`src/rtl/c3lib_mtie_strap_cfg_if.sv`:
```
// Bundle of strap, software-write and status signals for c3lib_mtie_strap_cfg.
// cfg_par_err is present only when C3LIB_MTIE_PARITY_EN is defined.
interface c3lib_mtie_strap_cfg_if #(
    parameter int WIDTH = 8
);
    logic [WIDTH-1:0] strap_in;
    logic             sw_wr_en;
    logic [WIDTH-1:0] sw_wr_data;
    logic             sw_lock;
    logic [WIDTH-1:0] cfg_out;
    logic             cfg_vld;
    logic             sw_wr_ack;
    logic             sw_wr_nack;
    logic             locked;
`ifdef C3LIB_MTIE_PARITY_EN
    logic             cfg_par_err;
`endif

    modport master (
        output strap_in, sw_wr_en, sw_wr_data, sw_lock,
        input  cfg_out, cfg_vld, sw_wr_ack, sw_wr_nack, locked
`ifdef C3LIB_MTIE_PARITY_EN
        , input cfg_par_err
`endif
    );

    modport slave (
        input  strap_in, sw_wr_en, sw_wr_data, sw_lock,
        output cfg_out, cfg_vld, sw_wr_ack, sw_wr_nack, locked
`ifdef C3LIB_MTIE_PARITY_EN
        , output cfg_par_err
`endif
    );
endinterface

```
`src/rtl/c3lib_mtie_strap_cfg.sv`:
```
// Strap-captured configuration word with metal default, software override and sticky lock.
// Optional SEU parity check on the config flops: define C3LIB_MTIE_PARITY_EN.
//
// state      | meaning
// SETTLE     | counting down settle time after reset release
// CAPTURE    | one cycle: sample strap_in into masked bits
// ACTIVE     | config valid; software writes accepted until locked
module c3lib_mtie_strap_cfg #(
    parameter int               WIDTH      = 8,
    parameter logic [WIDTH-1:0] TIE_VAL    = {WIDTH{1'b1}},
    parameter logic [WIDTH-1:0] STRAP_MASK = {WIDTH{1'b0}},
    parameter int               SETTLE_CYC = 4
) (
    input logic                  clk,
    input logic                  rst_n,
    c3lib_mtie_strap_cfg_if.slave cfg_if
);
    typedef enum logic [1:0] {
        ST_SETTLE  = 2'd0,
        ST_CAPTURE = 2'd1,
        ST_ACTIVE  = 2'd2
    } state_t;

    localparam logic [7:0] CNT_INIT = 8'(SETTLE_CYC - 1);

    state_t           state_q, state_nxt;
    logic [7:0]       cnt_q;
    logic [WIDTH-1:0] cfg_q, cfg_nxt;
    logic             cfg_upd;
    logic             vld_q, ack_q, nack_q, locked_q;
    logic             wr_ok;
    logic             active;

    assign active = (state_q == ST_ACTIVE);
    assign wr_ok  = cfg_if.sw_wr_en & active & ~locked_q;

    always_ff @(posedge clk or negedge rst_n) begin
        if (!rst_n) state_q <= ST_SETTLE;
        else        state_q <= state_nxt;
    end

    always_comb begin
        state_nxt = state_q;
        cfg_nxt   = cfg_q;
        cfg_upd   = 1'b0;
        case (state_q)
            ST_SETTLE: begin
                if (cnt_q == 8'd0) state_nxt = ST_CAPTURE;
            end
            ST_CAPTURE: begin
                cfg_nxt   = (cfg_if.strap_in & STRAP_MASK) | (TIE_VAL & ~STRAP_MASK);
                cfg_upd   = 1'b1;
                state_nxt = ST_ACTIVE;
            end
            ST_ACTIVE: begin
                if (wr_ok) begin
                    cfg_nxt = cfg_if.sw_wr_data;
                    cfg_upd = 1'b1;
                end
            end
            default: state_nxt = ST_SETTLE;
        endcase
    end

    always_ff @(posedge clk or negedge rst_n) begin
        if (!rst_n) begin
            cnt_q    <= CNT_INIT;
            cfg_q    <= TIE_VAL;
            vld_q    <= 1'b0;
            ack_q    <= 1'b0;
            nack_q   <= 1'b0;
            locked_q <= 1'b0;
        end else begin
            // Counter reloads outside SETTLE so a recovery from an illegal state waits the full time.
            if (state_q == ST_SETTLE) begin
                if (cnt_q != 8'd0) cnt_q <= cnt_q - 8'd1;
            end else begin
                cnt_q <= CNT_INIT;
            end
            cfg_q    <= cfg_nxt;
            vld_q    <= (state_nxt == ST_ACTIVE);
            ack_q    <= wr_ok;
            nack_q   <= cfg_if.sw_wr_en & ~wr_ok;
            locked_q <= locked_q | (cfg_if.sw_lock & active);
        end
    end

`ifdef C3LIB_MTIE_PARITY_EN
    logic par_q, par_err_q;

    // Parity is stored only on genuine updates so a flipped flop cannot refresh it.
    always_ff @(posedge clk or negedge rst_n) begin
        if (!rst_n) begin
            par_q     <= ^TIE_VAL;
            par_err_q <= 1'b0;
        end else begin
            if (cfg_upd) par_q <= ^cfg_nxt;
            par_err_q <= par_err_q | ((^cfg_q) != par_q);
        end
    end

    assign cfg_if.cfg_par_err = par_err_q;
`else
    logic unused_upd;
    assign unused_upd = cfg_upd;
`endif

    assign cfg_if.cfg_out    = cfg_q;
    assign cfg_if.cfg_vld    = vld_q;
    assign cfg_if.sw_wr_ack  = ack_q;
    assign cfg_if.sw_wr_nack = nack_q;
    assign cfg_if.locked     = locked_q;
endmodule

```
`src/flat_wrapper.sv`:
```
// flat-port wrapper written by rule: the top's interface ports become plain ports
module c3lib_mtie_strap_cfg_flat 
#(
    parameter int               WIDTH      = 8,
    parameter logic [WIDTH-1:0] TIE_VAL    = {WIDTH{1'b1}},
    parameter logic [WIDTH-1:0] STRAP_MASK = {WIDTH{1'b0}},
    parameter int               SETTLE_CYC = 4
)
  (clk, rst_n, cfg_if_strap_in, cfg_if_sw_wr_en, cfg_if_sw_wr_data, cfg_if_sw_lock, cfg_if_cfg_out, cfg_if_cfg_vld, cfg_if_sw_wr_ack, cfg_if_sw_wr_nack, cfg_if_locked);
  c3lib_mtie_strap_cfg_if #(.WIDTH(WIDTH)) cfg_if_i ();
  input logic clk;
  input logic rst_n;
  input wire logic [$bits(cfg_if_i.strap_in)-1:0] cfg_if_strap_in;
  input wire logic [$bits(cfg_if_i.sw_wr_en)-1:0] cfg_if_sw_wr_en;
  input wire logic [$bits(cfg_if_i.sw_wr_data)-1:0] cfg_if_sw_wr_data;
  input wire logic [$bits(cfg_if_i.sw_lock)-1:0] cfg_if_sw_lock;
  output wire logic [$bits(cfg_if_i.cfg_out)-1:0] cfg_if_cfg_out;
  output wire logic [$bits(cfg_if_i.cfg_vld)-1:0] cfg_if_cfg_vld;
  output wire logic [$bits(cfg_if_i.sw_wr_ack)-1:0] cfg_if_sw_wr_ack;
  output wire logic [$bits(cfg_if_i.sw_wr_nack)-1:0] cfg_if_sw_wr_nack;
  output wire logic [$bits(cfg_if_i.locked)-1:0] cfg_if_locked;
  assign cfg_if_i.strap_in = cfg_if_strap_in;
  assign cfg_if_i.sw_wr_en = cfg_if_sw_wr_en;
  assign cfg_if_i.sw_wr_data = cfg_if_sw_wr_data;
  assign cfg_if_i.sw_lock = cfg_if_sw_lock;
  assign cfg_if_cfg_out = cfg_if_i.cfg_out;
  assign cfg_if_cfg_vld = cfg_if_i.cfg_vld;
  assign cfg_if_sw_wr_ack = cfg_if_i.sw_wr_ack;
  assign cfg_if_sw_wr_nack = cfg_if_i.sw_wr_nack;
  assign cfg_if_locked = cfg_if_i.locked;
  c3lib_mtie_strap_cfg #(.WIDTH(WIDTH), .TIE_VAL(TIE_VAL), .STRAP_MASK(STRAP_MASK), .SETTLE_CYC(SETTLE_CYC)) u_core (.clk(clk), .rst_n(rst_n), .cfg_if(cfg_if_i));
endmodule
```
`config.mk`:
```
export PLATFORM = sky130hd
export DESIGN_NAME = c3lib_mtie_strap_cfg_flat
export DESIGN_NICKNAME = d
export VERILOG_FILES = /design/src/rtl/c3lib_mtie_strap_cfg_if.sv /design/src/rtl/c3lib_mtie_strap_cfg.sv /design/src/flat_wrapper.sv
export SDC_FILE = /design/constraint.sdc
export NUM_CORES = 1
export LEC_CHECK = 0
export ABC_CLOCK_PERIOD_IN_PS = 1700
export CAP_MARGIN = 40
export CORE_ASPECT_RATIO = 1.2
export CORE_MARGIN = 10
export CORE_UTILIZATION = 40
export CTS_CLUSTER_DIAMETER = 100
export CTS_CLUSTER_SIZE = 16
export DETAILED_ROUTE_END_ITERATION = 8
export MAX_ROUTING_LAYER = met4
export PLACE_DENSITY = 0.81
export SLEW_MARGIN = 10
export SYNTH_ARGS = -nofsm -noshare
export SYNTH_HDL_FRONTEND = slang
export SYNTH_SLANG_ARGS = --single-unit
```
`constraint.sdc`:
```
create_clock -name clk -period 1.7 [get_ports clk]
set_input_delay 0.34 -clock clk [delete_from_list [all_inputs] [get_ports clk]]
set_output_delay 0.34 -clock clk [all_outputs]
set_load 0.02 [all_outputs]
```
==> summary.md <==
| Metric | Value |
|---|---|
| Run status | `completed` |
| Post-synth EDFFs | `0` |
| Synthesized instance count | `101` |
| Antenna cell count | `0` |
| Delay-heaviest family, CP | `buffers and inverters` |
| Clk slew on worst S/H paths | `0.12 ns` |
| Final Worst Setup Slack | `0.0745 ns` |
| Clock Skew | `0.00549 ns` |
| Worst path cell trace | `clkdlybuf4s50_1` |
| PortBufs | `23` |
| Setup crit end kind | `primary output` |
| Finish-stage setup viols | `0` |
| Mapped Nets | `127` |
| Setup crit start | `u_core.cfg_if.locked$_DFF_PN0_` |
| First-pass DRT Iterations | `4` |
| R2R depth | `6` |
| Peak supply drop | `0.552 mV` |
| Routed WL | `2.17 mm` |
| Worst Hold Class | `input port to asynchronous set/reset pin` |
| Crit path max fanout | `3` |
| Leak | `0.000607 uW` |
| CP max-delay cell | `clkdlybuf4s50_1` |
| Post-route minimum period | `1.63 ns` |
| H-tree depth | `1` |
| Total of max-cap violations | `0` |
| Worst path depth | `1` |
| Worst hold slack | `0.372 ns` |
| CTS Sinks | `21` |
| Initial Utilization | `40.8%` |
| Area Growth Syn to Fin | `34.9%` |
| Largest net degree at the start of global routing | `22` |
| Power Dens Cells | `564 mW/mm^2` |
| Num ports | `32` |
| CP bufs+invs | `1` |
| Yosys warns | `0` |
| CP required | `1.36 ns` |
| WP data arrival | `1.29 ns` |
| Fin util | `55.1%` |
| Core area | `0.00250 sq mm` |
| Root buffer cell | `clkbuf_4` |
| RePlAce Congestion | `0.822` |
| DRC viols | `0` |
| Drt first-iter violations | `18` |
| Worst-skew pair later-pin latency | `0.29 ns` |
| Unique masters post-synth | `28` |
| Vias | `831` |
| Row cnt | `20` |
| Fill count | `225` |
| Total track usage | `8.91%` |
| Worst stage delay on the critical path | `0.62 ns` |
| Clk buf depth | `2` |
| Slew Viols, Final | `0` |
| Pre-CTS setup slack | `-0.0251 ns` |
| Kind of critical path | `flip-flop to primary output` |
| Cts hold-fix bufs | `0` |
| Fraction of layout cells with a size suffix above 1 | `22.4%` |
| Critical Path End | `cfg_if_locked` |
| Worst Tran Pin Value | `0.383 ns` |
| Routed length per instance | `13.0 um` |
| Main synth FF type | `dfrtp_1` |
| Worst R2R Setup Slack | `0.08 ns` |
| Die W | `66.2 um` |
| Register area share after synthesis | `52.6%` |
| RSZ-0062 raised after global routing | `yes` |
| Post-DP HPWL | `1.72 mm` |
| Mapped Avg Cell Area | `10.1 sq um` |
| Max transition margin | `74.4%` |
| Die H | `75.4 um` |
| Final count of hold timing violations | `0` |
| Fmax | `0.615 GHz` |
| Cell area after synthesis | `0.00102 sq mm` |
| Tcrit/Tclk final | `95.6%` |
| DRT antenna net count | `0` |
| Synth async-reset ratio | `100%` |
| Setup crit start kind | `flip-flop` |
| Flops & latches, synth | `21` |
| Antenna violations before repair | `0` |
| Final-stage net count | `161` |
| Vias in the first global route | `819` |
| DIE AREA | `0.00499 sq mm` |
| Via/cell ratio | `4.98` |
| Total CTS buffers | `3` |
| Reg-to-Reg End | `u_core.cnt_q[4]$_DFFE_PN0P_` |
| CTS tree | `built` |
| Reg-to-reg startpoint | `u_core.cnt_q[0]$_DFFE_PN1P_` |
| First-pass GRT wire length | `3.46 mm` |
| Total grt overflow | `0` |
==> stage by stage <==
stage | cells | power, uW | instance area (sq um) | TNS, ns
2_1_floorplan | 101 | 514 | 1020 | 0
3_3_place_gp | 163 | 553 | 1350 | 0
5_1_grt | 167 | 810 | 1380 | -0.0156
3_5_place_dp | 163 | 554 | 1350 | -0.0479
6_report | 167 | 777 | 1380 | 0
4_1_cts | 167 | 791 | 1370 | 0
==> layer usage <==
metal	global-route usage, %	vias to the layer above	wire (um)
li1	-	411	-
met1	8.43	401	840
met2	16.5	15	1210
met3	1.03	4	64
met4	6.06	0	55
met5	-	-	0
==> sequential cells by signal, summed over array words and instances, names as in the netlist <==
signal,cells
u_core.cfg_if.cfg_out,8
u_core.cfg_if.sw_wr_ack,1
u_core.cfg_if.sw_wr_nack,1
u_core.cfg_if.locked,1
u_core.state_q,2
u_core.cnt_q,8
==> timing repair <==
action | CTS | global route
cloned | 0 | 0
setup buffers | 0 | 0
hold endpoints to repair | 0 | 0
resized for setup | 10 | 3
endpoints found under the setup margin | 11 | 4
==> cells in the mapped netlist, types with 2 or more instances <==
cell,number,area share (%)
nor2_1,16,5.9
dfrtp_1,11,27
a21oi_1,10,4.9
dfstp_2,10,26
nand2_1,8,2.9
ha_1,6,7.3
inv_1,6,2.2
a21boi_0,4,2.9
o21ai_0,4,2.0
nor2b_1,3,1.8
a2111o_1,2,2.2
clkbuf_1,2,0.73
mux2_2,2,2.2
nand2b_1,2,1.2
or3_1,2,1.2
==> layout make-up <==
| type | count | area [sq um] | share of cell area, % |
|---|---|---|---|
| flip-flops and latches | 21 | 538 | 39.0 |
| multi-input cells | 71 | 463 | 33.6 |
| repair buffers | 32 | 287 | 20.8 |
| well taps | 33 | 41.3 | 2.99 |
| clock buffers | 3 | 22.5 | 1.63 |
| inverters | 6 | 22.5 | 1.63 |
| clock inverters | 1 | 5.00 | 0.363 |
==> kinds of logic after synthesis <==
kind of cell | count (synthesis) | share of synthesized area, %
buffers and inverters | 9 | 3.30
adders and majority gates | 6 | 7.34
AOI/OAI and AO/OA | 24 | 15.1
DFF | 21 | 52.6
muxes | 3 | 3.18
and+or+nand+nor | 38 | 18.5
==> worst min-delay path by stage <==
stage | to | slack [ns] | depth (start not counted)
after floorplan | u_core.cfg_if.locked$_DFF_PN0_ | 0.04 | 0
after global placement | u_core.cfg_if.locked$_DFF_PN0_ | 0.47 | 2
after detailed placement | u_core.cfg_if.locked$_DFF_PN0_ | 0.47 | 2
after CTS | u_core.cfg_if.sw_wr_ack$_DFF_PN0_ | 0.37 | 2
after global routing | u_core.cfg_if.sw_wr_ack$_DFF_PN0_ | 0.38 | 2
final | u_core.cnt_q[7]$_DFFE_PN0P_ | 0.37 | 2
==> layout by cell type (no fill, tap or decap) <==
master           Yosys  routed
buf_4                0       9
nor3b_2              0       1
mux2_2               2       2
clkdlybuf4s50_1      0      14
ha_1                 6       6
clkbuf_4             0       3
nand4b_1             1       1
or3_1                2       2
a2111o_1             2       2
nand2b_1             2       2
nor2b_1              3       2
a21oi_1             10      10
dlygate4sd2_1        0       9
clkinv_2             0       1
o21a_1               1       1
o21ai_0              4       4
nor2b_2              0       1
inv_1                6       6
mux2i_1              1       1
a211o_1              1       1
a21boi_0             4       3
or4_4                1       1
or4_1                1       1
nor2_1              16      16
nand3b_1             1       1
a21boi_1             1       2
dfstp_2             10      10
nor4_1               1       1
a211oi_2             0       1
dfrtp_1             11      11
nand2_1              8       8
or2_2                1       1
==> report_power, final <==
part           switching [uW]  internal (uW)  leakage, uW
registers               0.301            502     0.000246
logic                    15.7           26.2     0.000343
clock network             145           87.4    0.0000177
total                     161            616     0.000607
Note: power is estimated with default switching activity, not from simulation.
